## config.mk

```make
export PLATFORM = sky130hd
export DESIGN_NAME = key_schedule_dec
export DESIGN_NICKNAME = d
export VERILOG_FILES = /design/src/rtl/key_schedule_dec.sv
export SDC_FILE = /design/constraint.sdc
export NUM_CORES = 1
export LEC_CHECK = 0
export CORE_MARGIN = 3
export CORE_UTILIZATION = 45
export CTS_BUF_LIST = sky130_fd_sc_hd__clkbuf_16
export DETAILED_ROUTE_END_ITERATION = 10
export GPL_TIMING_DRIVEN = 0
export PLACE_DENSITY = 0.7
export SLEW_MARGIN = 20
export SYNTH_ARGS = -nofsm -noshare
export SYNTH_HDL_FRONTEND = slang
export SYNTH_SLANG_ARGS = --single-unit
```

## constraint.sdc

```tcl
create_clock -name clk -period 2.5 [get_ports clk]
set_clock_uncertainty 0.15 [all_clocks]
set_input_delay 0.5 -clock clk [delete_from_list [all_inputs] [get_ports clk]]
set_output_delay 0.5 -clock clk [all_outputs]
set_load 0.05 [all_outputs]
```

## src/rtl/key_schedule_dec.sv

```systemverilog
// DES round-key generator: loads PC1(key), then streams the 16 PC2 subkeys
// over a valid/ready handshake in forward (encrypt) or reverse (decrypt) order.
module key_schedule_dec (
  input  logic        clk,
  input  logic        rst,
  input  logic [63:0] key,
  input  logic        start,
  input  logic        decrypt,
  output logic [47:0] subkey,
  output logic        subkey_valid,
  input  logic        subkey_ready,
  output logic [3:0]  round,
  output logic        busy,
  output logic        done
);

  localparam logic [1:0] IDLE = 2'd0;
  localparam logic [1:0] LOAD = 2'd1;
  localparam logic [1:0] RUN  = 2'd2;
  localparam logic [1:0] DONE = 2'd3;

  localparam int PC1 [0:55] = '{
    57, 49, 41, 33, 25, 17,  9,
     1, 58, 50, 42, 34, 26, 18,
    10,  2, 59, 51, 43, 35, 27,
    19, 11,  3, 60, 52, 44, 36,
    63, 55, 47, 39, 31, 23, 15,
     7, 62, 54, 46, 38, 30, 22,
    14,  6, 61, 53, 45, 37, 29,
    21, 13,  5, 28, 20, 12,  4
  };

  localparam int PC2 [0:47] = '{
    14, 17, 11, 24,  1,  5,
     3, 28, 15,  6, 21, 10,
    23, 19, 12,  4, 26,  8,
    16,  7, 27, 20, 13,  2,
    41, 52, 31, 37, 47, 55,
    30, 40, 51, 45, 33, 48,
    44, 49, 39, 56, 34, 53,
    46, 42, 50, 36, 29, 32
  };

  // Table entries number bits from 1 = MSB, hence the (width - entry) index.
  function automatic logic [55:0] pc1(input logic [63:0] k);
    logic [55:0] r;
    logic [5:0]  src;
    logic [5:0]  dst;
    r = '0;
    for (int i = 0; i < 56; i++) begin
      src    = 6'(64 - PC1[i]);
      dst    = 6'(55 - i);
      r[dst] = k[src];
    end
    return r;
  endfunction

  function automatic logic [47:0] pc2(input logic [55:0] cd);
    logic [47:0] r;
    logic [5:0]  src;
    logic [5:0]  dst;
    r = '0;
    for (int i = 0; i < 48; i++) begin
      src    = 6'(56 - PC2[i]);
      dst    = 6'(47 - i);
      r[dst] = cd[src];
    end
    return r;
  endfunction

  function automatic logic [27:0] rotl(input logic [27:0] x, input logic two);
    return two ? {x[25:0], x[27:26]} : {x[26:0], x[27]};
  endfunction

  function automatic logic [27:0] rotr(input logic [27:0] x, input logic two);
    return two ? {x[1:0], x[27:2]} : {x[0], x[27:1]};
  endfunction

  logic [1:0]  state;
  logic [27:0] c, d;
  logic        dec;
  logic        two;
  logic [55:0] loaded;

  // Next-step shift is 1 after transfers 0, 7 and 14; 2 otherwise. Same in both directions.
  assign two    = !(round == 4'd0 || round == 4'd7 || round == 4'd14);
  assign loaded = pc1(key);

  always_ff @(posedge clk) begin
    if (rst) begin
      state <= IDLE;
      c     <= '0;
      d     <= '0;
      round <= '0;
      dec   <= 1'b0;
    end else begin
      case (state)
        IDLE: if (start) begin
          c     <= loaded[55:28];
          d     <= loaded[27:0];
          dec   <= decrypt;
          round <= '0;
          state <= LOAD;
        end
        // Decrypt starts from C16||D16, which equals C0||D0 (total shift is 28).
        LOAD: begin
          if (!dec) begin
            c <= rotl(c, 1'b0);
            d <= rotl(d, 1'b0);
          end
          state <= RUN;
        end
        RUN: if (subkey_ready) begin
          if (round == 4'd15) begin
            state <= DONE;
          end else begin
            round <= round + 4'd1;
            c     <= dec ? rotr(c, two) : rotl(c, two);
            d     <= dec ? rotr(d, two) : rotl(d, two);
          end
        end
        default: state <= IDLE;
      endcase
    end
  end

  always_comb begin
    subkey_valid = (state == RUN);
    subkey       = subkey_valid ? pc2({c, d}) : 48'd0;
    busy         = (state == LOAD) || (state == RUN);
    done         = (state == DONE);
  end

endmodule
```

==> PnR_summary.wiki, run 1 <==
{| class="wikitable"
! Metric !! Value
|-
| Mapped Avg Cell Area || 6.17 um^2
|-
| Arrival time at the worst endpoint || 1800 ps
|-
| Proportion of synthesized flip-flops having asynchronous set or reset || 0
|-
| Total I/O pin count || 124
|-
| Largest net degree at the start of global routing || 11
|-
| Instance count of the mapped netlist || 1091
|-
| Share of post-route cells with drive strength above 1 || 0.132
|-
| Post-DP HPWL || 22600 um
|-
| Number of storage elements in the synthesis netlist || 63
|-
| Element type at the critical path end || output port
|-
| Slew Limit Headroom || 0.457
|-
| Max Cap Violations || 0
|-
| Final critical delay including setup and external delays || 2450 ps
|-
| Leakage power summed over all cells || 2.82 nW
|-
| Worst-case clock buffer depth || 2
|-
| Root buffer cell || sky130_fd_sc_hd__clkbuf_16
|-
| Antenna cell count || 0
|-
| Total via count after detailed routing || 9221
|-
| Final max-slew violation count || 0
|-
| DRT iter0 DRCs || 1265
|-
| Worst Hold Slack || 432 ps
|-
| Maximum clock frequency || 408 MHz
|-
| Top fanout value on the critical path || 10
|-
| Final period utilization || 0.979
|-
| Dominant cells by area after synthesis || sky130_fd_sc_hd__a21oi_1, sky130_fd_sc_hd__dfxtp_1, sky130_fd_sc_hd__nand2_1
|-
| Synthesized Nets || 1167
|-
| Cell area after synthesis || 6730 um^2
|-
| Least setup slack across all paths after layout || 52.0 ps
|-
| Detail-routed net length per standard cell || 22.6 um
|-
| CTS tree || done
|-
| Warning count from the yosys run || 0
|-
| Cell count after placement || 1389
|-
| Die boundary height || 128 um
|-
| Count of different cell masters after synthesis || 37
|-
| Skew-Pair Late Insertion Delay || 350 ps
|-
| Area of the core || 14600 um^2
|-
| Starting Density || 0.461
|-
| Vias/cell || 6.56
|-
| Width of the die || 128 um
|-
| Data required time at the worst endpoint || 1850 ps
|-
| Type of origin of the critical path || flop
|-
| Kind of critical path || reg2out
|-
| Count of standard-cell rows || 44
|-
| Number of flops mapped to enable cells by yosys || 0
|-
| Fraction of synthesized cell area taken by the top area cell type || 0.195
|-
| Worst IR Drop VDD || 583 uV
|-
| Total Power Consumption || 9.30 mW
|-
| Measured slew at the worst slew-check pin || 814 ps
|-
| Commonest register cell after synthesis || sky130_fd_sc_hd__dfxtp_1
|-
| Number of global-route vias before repair || 8511
|-
| Setup slack at placement || -605 ps
|-
| Floorplan die area || 16500 um^2
|-
| Total power per unit cell area || 1100 nW/um^2
|-
| Share of the yosys chip area belonging to registers || 0.187
|-
| Iteration count of the initial detailed-routing pass || 7
|-
| Sum of routed wire length over all layers || 31800 um
|-
| Count of input and output buffers || 114
|-
| Post-layout instance count excluding filler cells || 1406
|-
| Number of remaining DRC errors || 0
|-
| Number of buffers created by CTS || 9
|-
| Yosys top cell by area || sky130_fd_sc_hd__a21oi_1
|-
| Clock transition time at the flip-flop clock pins of the worst setup and hold paths || 50 ps
|-
| Remaining antenna violation count || 0
|-
| Area growth from synthesis to layout || 25.9%
|-
| Grt total ovfl || 0
|-
| Num Clock Sinks || 63
|-
| Antenna violations before repair || 1
|-
| Final setup violating endpoints || 0
|-
| Run status || finished, final reports clean
|-
| Fin. Hold Viols || 0
|-
| Level count of the clock H-tree || 3
|-
| Path class of the lowest-slack min-delay path || reg2reg
|-
| Routability congestion estimate || 1.00
|-
| Overall track demand over capacity in global routing || 0.375
|-
| Number of buffers inserted by hold repair at cts || 0
|-
| Wire length of the first global-routing pass || 48600 um
|-
| Final nets || 1294
|-
| Setup TNS || 0 ps
|}
-- cell type report --
| class | instances | area, um^2 |
|---|---|---|
| Tap cell | 184 | 230 |
| Timing Repair Buffer | 117 | 1000 |
| Clock inverter | 6 | 53.8 |
| Fill cell | 1487 | 6110 |
| Clock buffer | 9 | 225 |
| Buffer | 108 | 571 |
| Multi-Input combinational cell | 911 | 5100 |
| Inverter | 8 | 30.0 |
| Sequential cell | 63 | 1260 |
-- synth_stat cells (all sizes together) (2+ instances only) --
master / count
a21oi: 262
nand2: 170
nand2b: 90
clkbuf: 73
dfxtp: 63
o22ai: 61
nand3: 58
o21ai: 50
and2: 48
buf: 36
mux2i: 34
nor4: 34
nor2: 28
nor3: 24
a21boi: 11
a211oi: 8
o41ai: 8
ha: 7
inv: 6
nand4: 5
clkinv: 2
mux2: 2
nor2b: 2
or2: 2
-- sequential cells by signal (all words and copies together), names as in the netlist --
name / count
c: 28
d: 28
dec: 1
state: 2
round: 4
-- where the power goes --
group | switching (mW) | internal (mW) | leakage [nW]
registers | 0.760 | 1.36 | 0.518
clock network | 0.517 | 0.754 | 0.138
logic | 3.84 | 2.07 | 2.16
-- worst paths after layout --
path / startpoint / endpoint / slack [ps] / depth (start not counted)
worst min-delay path: round[0] / round[0] / 430 / 2
worst max-delay path: state[0] / subkey[24] / 50 / 6
worst min register to register: round[0] / round[0] / 430 / 2
worst max register to register: state[1] / c[11] / 60 / 7
-- metal layers --
metal	track usage	routed length (um)
met1	0.503	13000
met2	0.559	13700
met3	0.0867	3540
met4	0.195	1530
met5	0	13
-- cells by family after synthesis --
logic type / Yosys count / synth area share
compound gates: 403 / 0.326
simple gates: 464 / 0.345
buf+inv: 117 / 0.0730
xor+xnor: 1 / 0.00130
mux: 36 / 0.0550
flops: 63 / 0.187
fa+ha+maj: 7 / 0.0130
-- metrics by stage --
stage                     instance area (um^2)  utilization
final                                     8480        0.581
after floorplan                           6730            -
after global routing                      8480        0.581
after CTS                                 8240        0.565
after detailed placement                  8100        0.555
after global placement                    8100        0.555
-- repair_timing --
item	CTS	global route
setup endpoints to repair	106	98
resized for setup	283	92
setup buffers	0	3
pin swaps	0	2
-- cells in the final DEF (no fill, tap or decap), drive strengths merged --
master,Yosys,routed
a21oi,262,262
nand2,170,170
clkbuf,73,113
nand2b,90,90
clkdlybuf4s50,0,64
dfxtp,63,63
o22ai,61,61
nand3,58,58
buf,36,55
o21ai,50,50
and2,48,48
mux2i,34,34
nor4,34,34
nor2,28,28
nor3,24,24
a21boi,11,11
a211oi,8,8
o41ai,8,8
inv,6,7
ha,7,7
nand4,5,5
clkinv,2,5
or2,2,2
mux2,2,2
nor2b,2,2
or3,1,1
or3b,1,1
nor4b,1,1
a32oi,1,1
a31oi,1,1
xnor2,1,1
a22oi,1,1
clkinvlp,0,1
bufinv,0,1
clkdlybuf4s15,0,1
dlymetal6s2s,0,1
-- critical path: stages (launching register included) --
cell                       delay [ps]
sky130_fd_sc_hd__dfxtp_2          330
sky130_fd_sc_hd__inv_1            100
sky130_fd_sc_hd__ha_1             190
sky130_fd_sc_hd__buf_4            200
sky130_fd_sc_hd__clkbuf_8         210
sky130_fd_sc_hd__and2_1           190
sky130_fd_sc_hd__buf_4            220
Power figures use the tool's default switching activity.
==> run 2: changes to the inputs <==
- GPL_TIMING_DRIVEN: 0 -> 1
==> run 2 against run 1 <==
Compared with the run above: critical path depth decreased by 4; non-clock buffer count down 79; critical path type unchanged; register-to-register slack gained 40 ps; critical endpoint is now done.
==> PnR_summary.wiki, run 2 (synthesized netlist as in run 1, its figures left out) <==
{| class="wikitable"
! Metric !! Value
|-
| Run status || finished, final reports clean
|-
| Top fanout value on the critical path || 3 (-7)
|-
| Max Cap Violations || 0 (unchanged)
|-
| Level count of the clock H-tree || 3 (unchanged)
|-
| Routability congestion estimate || 0.880 (-12%)
|-
| Grt total ovfl || 0 (unchanged)
|-
| Wire length of the first global-routing pass || 37400 um (-23%)
|-
| Post-CTS setup buffer count || 0 (unchanged)
|-
| Most common cell after layout, fill and taps aside || sky130_fd_sc_hd__a21oi_1
|-
| Area of the core || 14600 um^2 (unchanged)
|-
| Number of global-route vias before repair || 7384 (-13%)
|-
| Skew-Pair Late Insertion Delay || 330 ps (-20 ps)
|-
| Detail-routed net length per standard cell || 17.5 um (-23%)
|-
| Area growth from synthesis to layout || 31.3%
|-
| Antenna violations before repair || 0 (-1)
|-
| Sum of routed wire length over all layers || 23200 um (-27%)
|-
| Slew Limit Headroom || 0.538 (+0.0812)
|-
| Count of input and output buffers || 115 (+0.88%)
|-
| Arrival time at the worst endpoint || 1770 ps (-30 ps)
|-
| Total Power Consumption || 8.50 mW (-8.6%)
|-
| Sequential fraction of design power || 0.251 (+0.023)
|-
| Worst IR Drop VDD || 497 uV (-15%)
|-
| Total I/O pin count || 124 (unchanged)
|-
| Int Pwr || 4.18 mW (about the same)
|-
| Fin. Hold Viols || 0 (unchanged)
|-
| Post-DP HPWL || 15000 um (-34%)
|-
| Hold path startpoint || rst
|-
| Path class of the lowest-slack min-delay path || in2reg
|-
| Data required time at the worst endpoint || 1850 ps (about the same)
|-
| Iteration count of the initial detailed-routing pass || 6 (-1)
|-
| Worst-path cell chain || ha_1 > clkdlybuf4s50_1
|-
| Most frequent cells in the layout || sky130_fd_sc_hd__a21oi_1, sky130_fd_sc_hd__nand2_1, sky130_fd_sc_hd__nand2b_1
|-
| Floorplan die area || 16500 um^2 (unchanged)
|-
| Worst Hold Slack || 375 ps (-57.3 ps)
|-
| CP max stage cell || sky130_fd_sc_hd__clkdlybuf4s50_1
|-
| Net switching fraction of the power || 0.508 (-0.0424)
|-
| Startpoint of the lowest-slack register-to-register path || round[0]
|-
| Final period utilization || 0.967 (-0.0124)
|-
| Worst-case clock buffer depth || 2 (unchanged)
|-
| Total via count after detailed routing || 8207 (-11%)
|-
| Die boundary height || 128 um (unchanged)
|-
| Remaining antenna violation count || 0 (unchanged)
|-
| Final nets || 1215 (-6.1%)
|-
| Type of origin of the critical path || flop
|-
| Total net switching power || 4.31 mW (-16%)
|-
| DRT iter0 DRCs || 993 (-22%)
|-
| Post-layout instance count excluding filler cells || 1327 (-5.6%)
|-
| Leakage power summed over all cells || 2.74 nW (-2.5%)
|-
| Antenna cell count || 0 (unchanged)
|-
| Width of the die || 128 um (unchanged)
|-
| Vias/cell || 6.18 (-5.7%)
|-
| Starting Density || 0.461 (unchanged)
|-
| Number of remaining DRC errors || 0 (unchanged)
|-
| Largest registers in the final layout || c: 28 flops, d: 28 flops, round: 4 flops
|-
| Highest routing layer actually used || met4
|-
| Unrepaired setup endpoints after global routing || false
|-
| Met2 WL post-DR || 10600 um (-22%)
|-
| Largest net degree at the start of global routing || 66 (+55)
|-
| Root buffer cell || sky130_fd_sc_hd__clkbuf_16
|-
| Cell count after placement || 1311 (-5.6%)
|-
| Total power per unit cell area || 961 nW/um^2 (-12%)
|-
| Clock transition time at the flip-flop clock pins of the worst setup and hold paths || 50 ps (about the same)
|-
| Critical path's largest stage delay || 820 ps (+490 ps)
|-
| Share of total power in the clock network || 0.130 (-0.007)
|-
| Kind of critical path || reg2out
|-
| Crit path from || state[1]
|-
| Element type at the critical path end || output port
|-
| Setup TNS || 0 ps (unchanged)
|-
| Number of buffers inserted by hold repair at cts || 0 (unchanged)
|-
| Number of buffers created by CTS || 9 (unchanged)
|-
| Overall track demand over capacity in global routing || 0.272 (-0.103)
|-
| CTS tree || done
|-
| Final critical delay including setup and external delays || 2420 ps (-31.0 ps)
|-
| Final setup violating endpoints || 0 (unchanged)
|-
| Share of post-route cells with drive strength above 1 || 0.0945 (-0.0373)
|-
| Fraction of the core area covered by cells at the end of the flow || 0.606 (+0.0245)
|-
| Final max-slew violation count || 0 (unchanged)
|-
| Total routed wire length on the met1 layer || 10100 um (-22%)
|-
| Maximum clock frequency || 414 MHz (+1.3%)
|-
| Routed length on met3 || 1990 um (-44%)
|-
| Count of standard-cell rows || 44 (unchanged)
|-
| Logic gate share of total power || 0.618 (-0.017)
|-
| Num Clock Sinks || 63 (unchanged)
|-
| Measured slew at the worst slew-check pin || 692 ps (-122 ps)
|}
==> run 2: worst max-delay path, delay by kind of cell, from the launching register on <==
kind	cells	cell delay, ps
fa+ha+maj	1	230
flops	1	390
buf+inv	1	820
==> run 2: power by group through the flow <==
stage          clock (mW)  combinational, mW  sequential (mW)
2_1_floorplan           0               3.81             1.79
3_3_place_gp            0               5.02             2.13
3_5_place_dp            0               5.11             2.12
4_1_cts              1.12               5.13             2.10
5_1_grt              1.16               5.77             2.21
6_report             1.11               5.25             2.13
==> run 2: stage by stage <==
step,setup WS [ps],instance area [um^2]
4_1_cts,74.0,8800
3_3_place_gp,78.0,8550
2_1_floorplan,48.0,6730
3_5_place_dp,15.2,8550
6_report,83.0,8840
5_1_grt,33.6,8840
==> run 2: final timing paths <==
| path | endpoint | slack [ps] | cells past startpoint |
|---|---|---|---|
| max | done | 80 | 2 |
| min | d[19] | 370 | 2 |
| max reg2reg | d[4] | 100 | 8 |
| min reg2reg | round[3] | 430 | 2 |
==> run 2: cell type report <==
type / count / area (um^2)
clock buffers: 9 / 225
clock inverters: 6 / 23.8
fillers: 1345 / 5750
inverters: 8 / 33.8
multi-input cells: 911 / 5020
flip-flops and latches: 63 / 1260
well taps: 184 / 230
repair buffers: 146 / 2030
==> run 2: repair_timing <==
item                       in CTS  in global routing
setup endpoints to repair       1                  3
gates cloned                    0                  1
resized for setup               1                  2
==> run 2: routing by layer <==
metal / vias to the layer above / global-route usage
li1: 4008 / -
met2: 423 / 0.424
met1: 3740 / 0.385
met5: - / 0
met3: 36 / 0.0354
met4: 0 / 0.0949
